[src/rtl/interpreter_sequencer.sv]
// rtl/interpreter_sequencer.sv - ESN readout sequencer: 2-entry state FIFO, interpreter launch, washout, timeout
// Buffers reservoir vectors, runs one interpreter evaluation per vector, drops washout results.
module interpreter_sequencer #(
    parameter int reservoir_size = 4,
    parameter int data_width     = 3,
    parameter int layer          = 1,
    parameter int weight_size    = 2,
    parameter int WASHOUT        = 8,
    parameter int TIMEOUT        = 64,
    localparam int SW = reservoir_size * data_width,
    localparam int OW = (data_width + weight_size + layer) * 2 + 1
) (
    input  logic          iClk,
    input  logic          iRst,
    input  logic          iStateVld,
    input  logic [SW-1:0] iState,
    output logic          oStateRdy,
    output logic          oIntEn,
    output logic [SW-1:0] oIntData,
    input  logic [OW-1:0] iIntValue,
    input  logic          iIntRdy,
    output logic          oResVld,
    output logic [OW-1:0] oResData,
    input  logic          iResRdy,
    output logic [15:0]   oSampleCnt,
    output logic          oTimeout,
    output logic          oBusy
);

    localparam int TW = $clog2(TIMEOUT) + 1;
    localparam logic [TW-1:0] TMO_LAST = TW'(TIMEOUT - 1);
    localparam logic [15:0]   WASH16   = 16'(WASHOUT);

    typedef enum logic [1:0] {
        IDLE = 2'd0,
        LOAD = 2'd1,
        RUN  = 2'd2,
        HOLD = 2'd3
    } state_t;

    state_t          state_q, state_d;
    logic [SW-1:0]   fifo_mem_q [2];
    logic            wr_ptr_q, rd_ptr_q;
    logic [1:0]      cnt_q, cnt_d;
    logic            state_rdy_q;
    logic            push, pop;

    logic [SW-1:0]   int_data_q, int_data_d;
    logic            int_en_q;
    logic            res_vld_q, res_vld_d;
    logic [OW-1:0]   res_data_q, res_data_d;
    logic [15:0]     sample_cnt_q, sample_cnt_d;
    logic [TW-1:0]   tmo_q, tmo_d;
    logic            timeout_q, timeout_d;
    logic            busy_q;

    // Ready is the registered inverse of full, so a push never lands in a full FIFO.
    assign push = iStateVld && state_rdy_q;
    assign pop  = (state_q == IDLE) && (cnt_q != 2'd0);

    always_comb begin
        cnt_d = cnt_q;
        if (push && !pop) begin
            cnt_d = cnt_q + 2'd1;
        end else if (pop && !push) begin
            cnt_d = cnt_q - 2'd1;
        end
    end

    always_ff @(posedge iClk) begin
        if (push) begin
            fifo_mem_q[wr_ptr_q] <= iState;
        end
    end

    always_ff @(posedge iClk or posedge iRst) begin
        if (iRst) begin
            wr_ptr_q    <= 1'b0;
            rd_ptr_q    <= 1'b0;
            cnt_q       <= 2'd0;
            state_rdy_q <= 1'b0;
        end else begin
            if (push) begin
                wr_ptr_q <= ~wr_ptr_q;
            end
            if (pop) begin
                rd_ptr_q <= ~rd_ptr_q;
            end
            cnt_q       <= cnt_d;
            state_rdy_q <= (cnt_d != 2'd2);
        end
    end

    always_comb begin
        state_d      = state_q;
        int_data_d   = int_data_q;
        res_vld_d    = res_vld_q;
        res_data_d   = res_data_q;
        sample_cnt_d = sample_cnt_q;
        tmo_d        = tmo_q;
        timeout_d    = timeout_q;
        case (state_q)
            IDLE: begin
                if (cnt_q != 2'd0) begin
                    int_data_d = fifo_mem_q[rd_ptr_q];
                    state_d    = LOAD;
                end
            end
            LOAD: begin
                tmo_d   = '0;
                state_d = RUN;
            end
            RUN: begin
                // A result on the final allowed cycle beats the timeout.
                if (iIntRdy) begin
                    if (sample_cnt_q != 16'hFFFF) begin
                        sample_cnt_d = sample_cnt_q + 16'd1;
                    end
                    if (sample_cnt_q < WASH16) begin
                        state_d = IDLE;
                    end else begin
                        res_data_d = iIntValue;
                        res_vld_d  = 1'b1;
                        state_d    = HOLD;
                    end
                end else if (tmo_q == TMO_LAST) begin
                    timeout_d = 1'b1;
                    state_d   = IDLE;
                end else begin
                    tmo_d = tmo_q + 1'b1;
                end
            end
            HOLD: begin
                if (iResRdy) begin
                    res_vld_d = 1'b0;
                    state_d   = IDLE;
                end
            end
            default: state_d = IDLE;
        endcase
    end

    always_ff @(posedge iClk or posedge iRst) begin
        if (iRst) begin
            state_q      <= IDLE;
            int_data_q   <= '0;
            int_en_q     <= 1'b0;
            res_vld_q    <= 1'b0;
            res_data_q   <= '0;
            sample_cnt_q <= '0;
            tmo_q        <= '0;
            timeout_q    <= 1'b0;
            busy_q       <= 1'b0;
        end else begin
            state_q      <= state_d;
            int_data_q   <= int_data_d;
            int_en_q     <= (state_d == RUN);
            res_vld_q    <= res_vld_d;
            res_data_q   <= res_data_d;
            sample_cnt_q <= sample_cnt_d;
            tmo_q        <= tmo_d;
            timeout_q    <= timeout_d;
            busy_q       <= (state_d != IDLE) || (cnt_d != 2'd0);
        end
    end

    assign oStateRdy  = state_rdy_q;
    assign oIntEn     = int_en_q;
    assign oIntData   = int_data_q;
    assign oResVld    = res_vld_q;
    assign oResData   = res_data_q;
    assign oSampleCnt = sample_cnt_q;
    assign oTimeout   = timeout_q;
    assign oBusy      = busy_q;

endmodule

[config.mk]
export PLATFORM = sky130hd
export DESIGN_NAME = interpreter_sequencer
export DESIGN_NICKNAME = d
export VERILOG_FILES = /design/src/rtl/interpreter_sequencer.sv
export SDC_FILE = /design/constraint.sdc
export NUM_CORES = 1
export LEC_CHECK = 0
export CAP_MARGIN = 20
export CORE_MARGIN = 5
export CORE_UTILIZATION = 25
export DETAILED_ROUTE_END_ITERATION = 10
export PLACE_DENSITY_LB_ADDON = 0.3
export SETUP_SLACK_MARGIN = 0.05
export SYNTH_ARGS = -nofsm -noshare
export SYNTH_HDL_FRONTEND = slang
export SYNTH_SLANG_ARGS = --single-unit
[constraint.sdc]
create_clock -name iClk -period 2.7 [get_ports iClk]
set_clock_uncertainty 0.1 [all_clocks]
set_input_delay 0.27 -clock iClk [delete_from_list [all_inputs] [get_ports iClk]]
set_output_delay 0.27 -clock iClk [all_outputs]
set_load 0.05 [all_outputs]
==> results.json <==
{
  "outcome": "finished, final reports clean",
  "clk_transition_reported_paths_ns": 0.06,
  "area_growth_pct": 37.7,
  "p_sw_w": 0.00231,
  "multi_input_area_sq_mm": 0.00118,
  "ys_seq_area_frac": 0.634,
  "root_buffer": "clkbuf_16",
  "post_cts.repair.setup_buffers": 0,
  "drcViolationCount": 0,
  "comb_power_share": 0.405,
  "regArea_sq_mm": 0.00220,
  "hold_ws_ns": 0.209,
  "synth_seq_cells": 83,
  "setup_viol": 0,
  "fin_nets": 374,
  "r2r-start": "tmo_q[0]",
  "r2r_setup_slack_ns": 0.60,
  "clock_sinks": 83,
  "arrival_ns": 2.25,
  "relSlewSlack": 0.374,
  "core-area_sq_mm": 0.0137,
  "synth_cells": 263,
  "overflow": 0,
  "routedWlPerCell_um": 14.0,
  "synthFlopType": "dfrtp_1",
  "r2r_cells": 5,
  "path_cells": "ha_1 -> nand3_1 -> o31ai_2 -> o21ai_0 -> a21boi_1",
  "wirelength_mm": 7.39,
  "finalCritPeriodShare": 0.776,
  "place_hpwl_mm": 5.12,
  "cts_made_buffers": 9,
  "hold_violations": 0,
  "p_leak_nw": 1.98,
  "peakVddDrop_mv": 0.552,
  "fin_crit_ns": 2.10,
  "grt_max_degree": 60,
  "crit_path_end": "tmo_q[5]",
  "reg2reg_to": "tmo_q[5]",
  "start_util": 0.253,
  "antenna_found_initial": 0,
  "avgSynthCellArea_sq_um": 13.2,
  "tightest_slew_ns": 0.933,
  "critPathMaxStageDelay_ns": 0.80,
  "worst-path-buf-inv": 0,
  "switching_share": 0.393,
  "place.gp.congestion": 0.754,
  "synth.distinct_cells": 45,
  "tns_ns": 0,
  "rsz0062_at_grt": "false",
  "grt_pass1_vias": 2388,
  "required_ns": 2.86,
  "crit_start": "tmo_q[0]",
  "setup_slack_ns": 0.604,
  "gr-usage-all-layers": 0.0937,
  "io_buffers": 75,
  "hp-class": "primary input to asynchronous set/reset pin",
  "async_reset_ff_frac": 0.711,
  "drv_cap": 0,
  "detail-route-antenna-nets": 0,
  "clockBufferDepth": 2,
  "dp_slack_ns": 0.623,
  "num-fill-cells": 1382,
  "dr.pass1.iters": 4,
  "clockPowerShare": 0.249,
  "finalMaxSlewViolations": 0,
  "num_vias": 2340,
  "p_total_w": 0.00586,
  "synth.net_count": 296,
  "holdBufCountCts": 0,
  "clock_latency_ns": 0.33,
  "die_area_sq_mm": 0.0163,
  "powerDensity_mw_per_mm2": 1230,
  "fmax_ghz": 0.477,
  "vias_per_cell": 4.45,
  "die_x_um": 128,
  "diodes": 0,
  "cpLargestDelayFamily": "compound AO/OA/AOI/OAI gates",
  "grt_first_pass_wirelength_mm": 12.1,
  "path_depth": 5,
  "syn_area_sq_mm": 0.00347,
  "post_route_cells_drive_above_1_share": 0.142,
  "worstSetupEndpointType": "flop",
  "rows": 43,
  "p_int_w": 0.00355,
  "path_max_fanout": 15,
  "htree_levels": 3,
  "synth_edf_count": 24,
  "startpoint_type": "flop",
  "crit_type": "flop to flop",
  "dr.first_iter.drc_count": 118,
  "tritoncts": "yes",
  "die_h_um": 128,
  "ioPinCount": 76,
  "slowest_stage": "o31ai_2",
  "cts-resized-gates": 0,
  "ys_warn_count": 0,
  "power_frac_seq": 0.346
}
worst min path at each step:
stage                     depth (start not counted)          endpoint  slack (ns)
after floorplan                                   0  fifo_mem_q[0][0]        0.27
after global placement                            2       oIntData[4]        0.37
after detailed placement                          1          oTimeout        0.37
after CTS                                         3             oBusy        0.23
after global routing                              3       oResData[5]        0.24
final                                             3       oResData[7]        0.21
area by class of cell:
class | instances | share of cell area
clock buffers | 11 | 0.0532
clock inverters | 5 | 0.0225
inverters | 5 | 0.00393
multi-input cells | 164 | 0.248
flip-flops and latches | 83 | 0.460
well taps | 180 | 0.0472
repair buffers | 78 | 0.165
cells in the mapped netlist (5+ instances only):
| cell type | count | area share |
|---|---|---|
| dfrtp_1 | 59 | 0.43 |
| inv_1 | 5 | 0.0054 |
| nand2_1 | 24 | 0.026 |
| edfxtp_1 | 24 | 0.21 |
| nand3_1 | 8 | 0.012 |
| nand4_1 | 7 | 0.013 |
| mux2i_1 | 12 | 0.035 |
| a21oi_1 | 5 | 0.0072 |
| o21ai_0 | 16 | 0.023 |
| xnor2_1 | 7 | 0.018 |
| nor2_1 | 6 | 0.0065 |
| nor3_1 | 7 | 0.010 |
| mux2_2 | 15 | 0.049 |
| xor2_1 | 8 | 0.020 |
cells by family (layout without fill, tap and decap cells):
| group | after synthesis | after routing | share of synthesized area |
|---|---|---|---|
| flops | 83 | 83 | 0.634 |
| simple gates | 80 | 80 | 0.136 |
| compound gates | 37 | 37 | 0.0657 |
| mux | 28 | 28 | 0.0877 |
| buf+inv | 16 | 99 | 0.0242 |
| xor+xnor | 15 | 15 | 0.0379 |
| fa+ha+maj | 4 | 4 | 0.0141 |
through the flow:
step	instances	cell area (sq um)	util
detailed placement	510	4410	0.322
global placement	510	4410	0.322
global route	526	4770	0.348
CTS	526	4770	0.348
finish	526	4770	0.348
floorplan	263	3470	-
flip-flops by register name (all words and copies together), names as in the netlist, 2 cells and up:
signal and cells:
fifo_mem_q 24, oIntData 12, oResData 13, tmo_q 7, state_q 2, oSampleCnt 16
cnt_q 2
tightest hold or removal path: stages:
cell and delay [ns]:
clkdlybuf4s50_1 0.41, inv_2 0.07, buf_12 0.28
routing by layer:
metal,up-vias,track usage,part of all wire
met2,68,0.145,0.46
met3,10,0.0383,0.067
met5,-,0,0
met1,1147,0.120,0.46
li1,1115,-,-
met4,0,0.0281,0.011
cell usage in the layout, fill, tap and decap left out, drive strengths merged:
cell type / instances
clkdlybuf4s50: 75
dfrtp: 59
nand2: 25
edfxtp: 24
o21ai: 16
mux2: 16
mux2i: 12
clkbuf: 11
nand4: 9
nor2: 9
nand3: 8
xor2: 8
nor3: 7
xnor2: 7
a21oi: 5
inv: 5
o31ai: 5
a31oi: 4
o211ai: 4
nand2b: 4
nor4: 4
or3: 3
ha: 3
bufinv: 3
buf: 3
and3: 2
nand3b: 2
and4bb: 2
clkinv: 2
nor3b: 1
a21o: 1
or2: 1
and3b: 1
and4: 1
a21boi: 1
and2: 1
maj3: 1
a22o: 1
power by group through the flow:
stage                     registers, W  clock network [W]  logic, W
after floorplan                0.00280                  0  0.000870
after global placement         0.00205                  0   0.00237
after detailed placement       0.00205                  0   0.00241
after CTS                      0.00203            0.00150   0.00242
after global routing           0.00209            0.00156   0.00254
final                          0.00203            0.00146   0.00238
Note: power is estimated with default switching activity, not from simulation.
